`src/rtl/wb_arb_2to1.sv`:
```
// Two-master Wishbone B3 arbiter: registered grant held for the owner's whole cycle,
// round-robin or fixed priority, with a stalled-strobe watchdog that terminates hung cycles.
module wb_arb_2to1 #(
  parameter int AW      = 32,
  parameter int DW      = 32,
  parameter int RR      = 1,
  parameter int TIMEOUT = 255
) (
  input  logic            clk_i,
  input  logic            rst_i,
  input  logic            m0_cyc_i,
  input  logic            m0_stb_i,
  input  logic            m0_we_i,
  input  logic [AW-1:0]   m0_adr_i,
  input  logic [DW/8-1:0] m0_sel_i,
  input  logic [DW-1:0]   m0_dat_i,
  input  logic [2:0]      m0_cti_i,
  input  logic [1:0]      m0_bte_i,
  output logic            m0_ack_o,
  output logic            m0_err_o,
  output logic            m0_rty_o,
  output logic [DW-1:0]   m0_dat_o,
  input  logic            m1_cyc_i,
  input  logic            m1_stb_i,
  input  logic            m1_we_i,
  input  logic [AW-1:0]   m1_adr_i,
  input  logic [DW/8-1:0] m1_sel_i,
  input  logic [DW-1:0]   m1_dat_i,
  input  logic [2:0]      m1_cti_i,
  input  logic [1:0]      m1_bte_i,
  output logic            m1_ack_o,
  output logic            m1_err_o,
  output logic            m1_rty_o,
  output logic [DW-1:0]   m1_dat_o,
  output logic            s_cyc_o,
  output logic            s_stb_o,
  output logic            s_we_o,
  output logic [AW-1:0]   s_adr_o,
  output logic [DW/8-1:0] s_sel_o,
  output logic [DW-1:0]   s_dat_o,
  output logic [2:0]      s_cti_o,
  output logic [1:0]      s_bte_o,
  input  logic            s_ack_i,
  input  logic            s_err_i,
  input  logic            s_rty_i,
  input  logic [DW-1:0]   s_dat_i,
  output logic [1:0]      grant_o,
  output logic            timeout_o
);

  localparam logic [1:0] S_IDLE = 2'd0;
  localparam logic [1:0] S_OWN0 = 2'd1;
  localparam logic [1:0] S_OWN1 = 2'd2;

  logic [1:0]      r_state;
  logic [1:0]      w_state_next;
  logic            r_last;       // 1 = m1 was the most recent owner
  logic            w_last_next;
  logic            w_own0;
  logic            w_own1;
  logic            w_cyc;
  logic            w_stb;
  logic            w_we;
  logic [AW-1:0]   w_adr;
  logic [DW/8-1:0] w_sel;
  logic [DW-1:0]   w_dat;
  logic [2:0]      w_cti;
  logic [1:0]      w_bte;
  logic            w_term;
  logic            w_expire;

  always_ff @(posedge clk_i or posedge rst_i) begin
    if (rst_i) begin
      r_state <= S_IDLE;
      r_last  <= 1'b1;
    end else begin
      r_state <= w_state_next;
      r_last  <= w_last_next;
    end
  end

  // Ownership only changes through IDLE, so a grant never switches inside a cycle.
  always_comb begin
    w_state_next = r_state;
    w_last_next  = r_last;
    case (r_state)
      S_IDLE: begin
        if (m0_cyc_i && m1_cyc_i)
          w_state_next = ((RR != 0) && r_last) ? S_OWN0 : S_OWN1;
        else if (m0_cyc_i)
          w_state_next = S_OWN0;
        else if (m1_cyc_i)
          w_state_next = S_OWN1;
      end
      S_OWN0: begin
        if (!m0_cyc_i) begin
          w_state_next = S_IDLE;
          w_last_next  = 1'b0;
        end
      end
      S_OWN1: begin
        if (!m1_cyc_i) begin
          w_state_next = S_IDLE;
          w_last_next  = 1'b1;
        end
      end
      default: w_state_next = S_IDLE;
    endcase
  end

  assign w_own0 = (r_state == S_OWN0);
  assign w_own1 = (r_state == S_OWN1);

  always_comb begin
    w_cyc = 1'b0;
    w_stb = 1'b0;
    w_we  = 1'b0;
    w_adr = '0;
    w_sel = '0;
    w_dat = '0;
    w_cti = '0;
    w_bte = '0;
    if (w_own0) begin
      w_cyc = m0_cyc_i;
      w_stb = m0_stb_i;
      w_we  = m0_we_i;
      w_adr = m0_adr_i;
      w_sel = m0_sel_i;
      w_dat = m0_dat_i;
      w_cti = m0_cti_i;
      w_bte = m0_bte_i;
    end else if (w_own1) begin
      w_cyc = m1_cyc_i;
      w_stb = m1_stb_i;
      w_we  = m1_we_i;
      w_adr = m1_adr_i;
      w_sel = m1_sel_i;
      w_dat = m1_dat_i;
      w_cti = m1_cti_i;
      w_bte = m1_bte_i;
    end
  end

  assign w_term = s_ack_i | s_err_i | s_rty_i;

  generate
    if (TIMEOUT > 0) begin : g_wdog
      localparam int CW = $clog2(TIMEOUT + 1);
      localparam logic [CW-1:0] LIMIT = CW'(TIMEOUT - 1);
      logic [CW-1:0] r_cnt;

      // A real termination in the expiry cycle takes precedence over the watchdog.
      assign w_expire = w_stb && !w_term && (r_cnt == LIMIT);

      always_ff @(posedge clk_i or posedge rst_i) begin
        if (rst_i)
          r_cnt <= '0;
        else if ((r_state == S_IDLE) || w_term || !w_stb || w_expire)
          r_cnt <= '0;
        else
          r_cnt <= r_cnt + CW'(1);
      end
    end else begin : g_no_wdog
      assign w_expire = 1'b0;
    end
  endgenerate

  assign s_cyc_o = w_cyc;
  assign s_stb_o = w_stb & ~w_expire;
  assign s_we_o  = w_we;
  assign s_adr_o = w_adr;
  assign s_sel_o = w_sel;
  assign s_dat_o = w_dat;
  assign s_cti_o = w_cti;
  assign s_bte_o = w_bte;

  assign m0_ack_o = w_own0 & m0_stb_i & s_ack_i;
  assign m0_err_o = w_own0 & m0_stb_i & (s_err_i | w_expire);
  assign m0_rty_o = w_own0 & m0_stb_i & s_rty_i;
  assign m1_ack_o = w_own1 & m1_stb_i & s_ack_i;
  assign m1_err_o = w_own1 & m1_stb_i & (s_err_i | w_expire);
  assign m1_rty_o = w_own1 & m1_stb_i & s_rty_i;

  assign m0_dat_o  = s_dat_i;
  assign m1_dat_o  = s_dat_i;
  assign grant_o   = {w_own1, w_own0};
  assign timeout_o = w_expire;

endmodule

```
`config.mk`:
```
export PLATFORM = sky130hd
export DESIGN_NAME = wb_arb_2to1
export DESIGN_NICKNAME = d
export VERILOG_FILES = /design/src/rtl/wb_arb_2to1.sv
export SDC_FILE = /design/constraint.sdc
export NUM_CORES = 1
export LEC_CHECK = 0
export CAP_MARGIN = 25
export CORE_AREA = 2 2 131 133
export CTS_BUF_LIST = sky130_fd_sc_hd__clkbuf_8
export CTS_CLUSTER_DIAMETER = 150
export DETAILED_ROUTE_END_ITERATION = 12
export DIE_AREA = 0 0 133 135
export PLACE_DENSITY = 0.59
export SKIP_CTS_REPAIR_TIMING = 1
export SLEW_MARGIN = 5
export SYNTH_ARGS = -nofsm -noshare
export SYNTH_HDL_FRONTEND = slang
export SYNTH_SLANG_ARGS = --single-unit
```
`constraint.sdc`:
```
create_clock -name clk_i -period 4.1 [get_ports clk_i]
set_clock_uncertainty 0.05 [all_clocks]
set_input_delay 0.41 -clock clk_i [delete_from_list [all_inputs] [get_ports clk_i]]
set_output_delay 0.41 -clock clk_i [all_outputs]
set_load 0.02 [all_outputs]
```
==> run metrics <==
RR Endpoint=g_wdog.r_cnt[3]$_DFF_PP0_; nature of the critical path endpoint=output pin; pre-CTS WS=1.27 ns; GRT overflow=0; fillers=1,734; Slowest cell on crit path=and2b_4; Worst-path clk slew=0.05 ns; Synth Net Count=417; r2r startpoint=g_wdog.r_cnt[0]$_DFF_PP0_; max_cap viols=0; Crit path required time=3.64 ns; final worst-path cycle share=0.746; Critical Path Start=r_state[1]$_DFFE_PP0P_; Total GRT Usage=0.101; Design Area, Final=0.00407 mm²; setup_tns=0 ns; TritonRoute pass-1 iters=4; area grow syn2layout=109%; # rows=47; peak supply drop=0.0891 mV; Finished Core Util=0.248; Nets=581; status=finished, final reports clean; Setup WS post-layout=1.04 ns; Post-DRT Antenna Nets=0; Die Area=0.0180 mm²; Sequential Area=277 µm²; CTS tree=built; Num CTS Buffers=3; library cells used by synthesis=33; H-Tree Depth=1; Detail Placement HPWL=8720 µm; Critical Path, Cell by Cell=and2b_4, nand2_1, a22oi_1, clkdlybuf4s50_1; Post-Syn Area per Cell=8.60 µm²; Final setup viols=0; crit path max fanout=76; top-level I/O count=338; R2R setup slack=2.57 ns; Die H=135 µm; fmax=327 MHz; largest net degree at the start of global routing=77; IO Port Bufs=241; DRC=0; wirelength, routed=10,300 µm; LEAKAGE=1.49 nW; ys flop type=dfrtp_1; Die Wd=133 µm; Hold WS=0.430 ns; ant diodes=0; Hold Vio Cnt, Final=0; max-slew violations=0; share of cells above drive strength 1=0.0360; R2R depth=5; core area=0.0164 mm²; Worst-Margin Slew=0.956 ns; fraction of the yosys area taken by sequential cells=0.142; Synth warnings=0; placed cell area=0.00403 mm²; Via Count=2,399; Max-slew headroom=0.363; Skew-Pair Late Insertion Delay=0.23 ns; EDFF count, synth=0; area occupied by multi-input gates=0.00103 mm²; Clk Tree Root Cell=clkbuf_8; Avg Vias per Cell=3.94; CP arrival=2.60 ns; first-pass GRT wire length=14,300 µm; DRT iter0 DRCs=123; WL/cell=17.0 µm; RSZ-0062 raised after global routing=false; clock sinks=11; CP Class=reg2out; Critical Path End=s_stb_o; vias in the first global route=2,406; crit-path max cell delay=0.88 ns; FFs w/ async S/R, synth=1.00; Mapped Area=0.00194 mm²; shortest period the worst path allows=3.06 ns; Synth Register Bits=11; GPL Wtd Cong=0.783; Initial Utilization=0.119; startpoint types=register; PwrDens=239 mW/mm²; antenna violations before repair=0; Max clock buf depth=2; post-synthesis cell count=226; HP Class=in2async
-- registers in the layout, summed over array words and instances (netlist names) --
name and flops:
g_wdog.r_cnt 8, r_state 2, r_last 1
-- kinds of logic after synthesis --
kind of cell	count (synthesis)	synth area share
compound gates	89	0.394
xor+xnor	3	0.0135
fa+ha+maj	2	0.0129
buf+inv	88	0.331
flops	11	0.142
simple gates	33	0.106
-- final cells by class --
type / instances / share of cell area
Sequential cell: 11 / 0.0679
Multi-Input combinational cell: 127 / 0.253
Timing Repair Buffer: 243 / 0.596
Tap cell: 220 / 0.0676
Clock buffer: 3 / 0.0101
Clock inverter: 1 / 0.000922
Inverter: 4 / 0.00369
-- cells in the final DEF (no fill, tap or decap), types with 2 or more instances in the layout --
cell type / n
a41oi_1: 2
dfrtp_1: 10
clkbuf_8: 3
clkdlybuf4s50_1: 241
nand2_1: 3
and2_1: 5
xor2_1: 2
nand3_1: 3
ha_1: 2
or3_1: 2
a22o_1: 75
inv_1: 5
a21oi_1: 3
nor3_1: 6
a211oi_2: 2
and3b_1: 2
nor2_1: 2
buf_4: 2
o21ai_0: 4
-- worst max-delay path: cells and delay by family (launching register included) --
kind / cells / cell delay [ns]
AO/OA/AOI/OAI: 1 / 0.24
buffers and inverters: 1 / 0.64
AND/OR/NAND/NOR: 2 / 1.04
flip-flops: 1 / 0.43
-- Yosys cell counts (2+ instances only) --
| cell | number | share of area |
|---|---|---|
| o21ai_0 | 4 | 0.010 |
| a22o_1 | 75 | 0.34 |
| a211oi_2 | 2 | 0.013 |
| a41oi_1 | 2 | 0.0090 |
| dfrtp_1 | 10 | 0.13 |
| or3_1 | 2 | 0.0064 |
| nor2b_1 | 2 | 0.0064 |
| buf_2 | 8 | 0.021 |
| nor3_1 | 6 | 0.015 |
| ha_1 | 2 | 0.013 |
| nand3_1 | 3 | 0.0077 |
| nor2_1 | 2 | 0.0039 |
| a21oi_1 | 3 | 0.0077 |
| xor2_1 | 2 | 0.0090 |
| buf_4 | 71 | 0.27 |
| inv_1 | 4 | 0.0077 |
| nand2_1 | 3 | 0.0058 |
| and2_1 | 5 | 0.016 |
| and3b_1 | 2 | 0.0090 |
| buf_6 | 5 | 0.029 |
-- metal layers --
metal	vias to the layer above	GRT usage	wire length (µm)
li1	1110	-	-
met3	30	0.0458	1320
met2	186	0.177	5150
met5	-	0	0
met1	1073	0.109	3580
met4	0	0.0323	281
-- how the worst min path moves through the flow --
stage	to	cells past startpoint	slack (ns)
final	g_wdog.r_cnt[3]$_DFF_PP0_	2	0.43
after global routing	r_state[1]$_DFFE_PP0P_	1	0.51
after CTS	r_state[1]$_DFFE_PP0P_	2	0.44
after detailed placement	r_state[1]$_DFFE_PP0P_	1	0.47
after global placement	r_last$_DFFE_PP1P_	2	0.45
after floorplan	g_wdog.r_cnt[0]$_DFF_PP0_	1	0.21
-- report_power, final --
group | internal (W) | switching [W]
Sequential | 0.000117 | 0.00000808
Clock | 0.0000654 | 0.0000367
Combinational | 0.000407 | 0.000338
-- stage by stage --
stage                     instances  total power [W]
final                           609         0.000973
after global routing            609          0.00102
after CTS                       609         0.000986
after detailed placement        605         0.000877
after global placement          605         0.000869
after floorplan                 226         0.000568
Note: power is estimated with default switching activity, not from simulation.
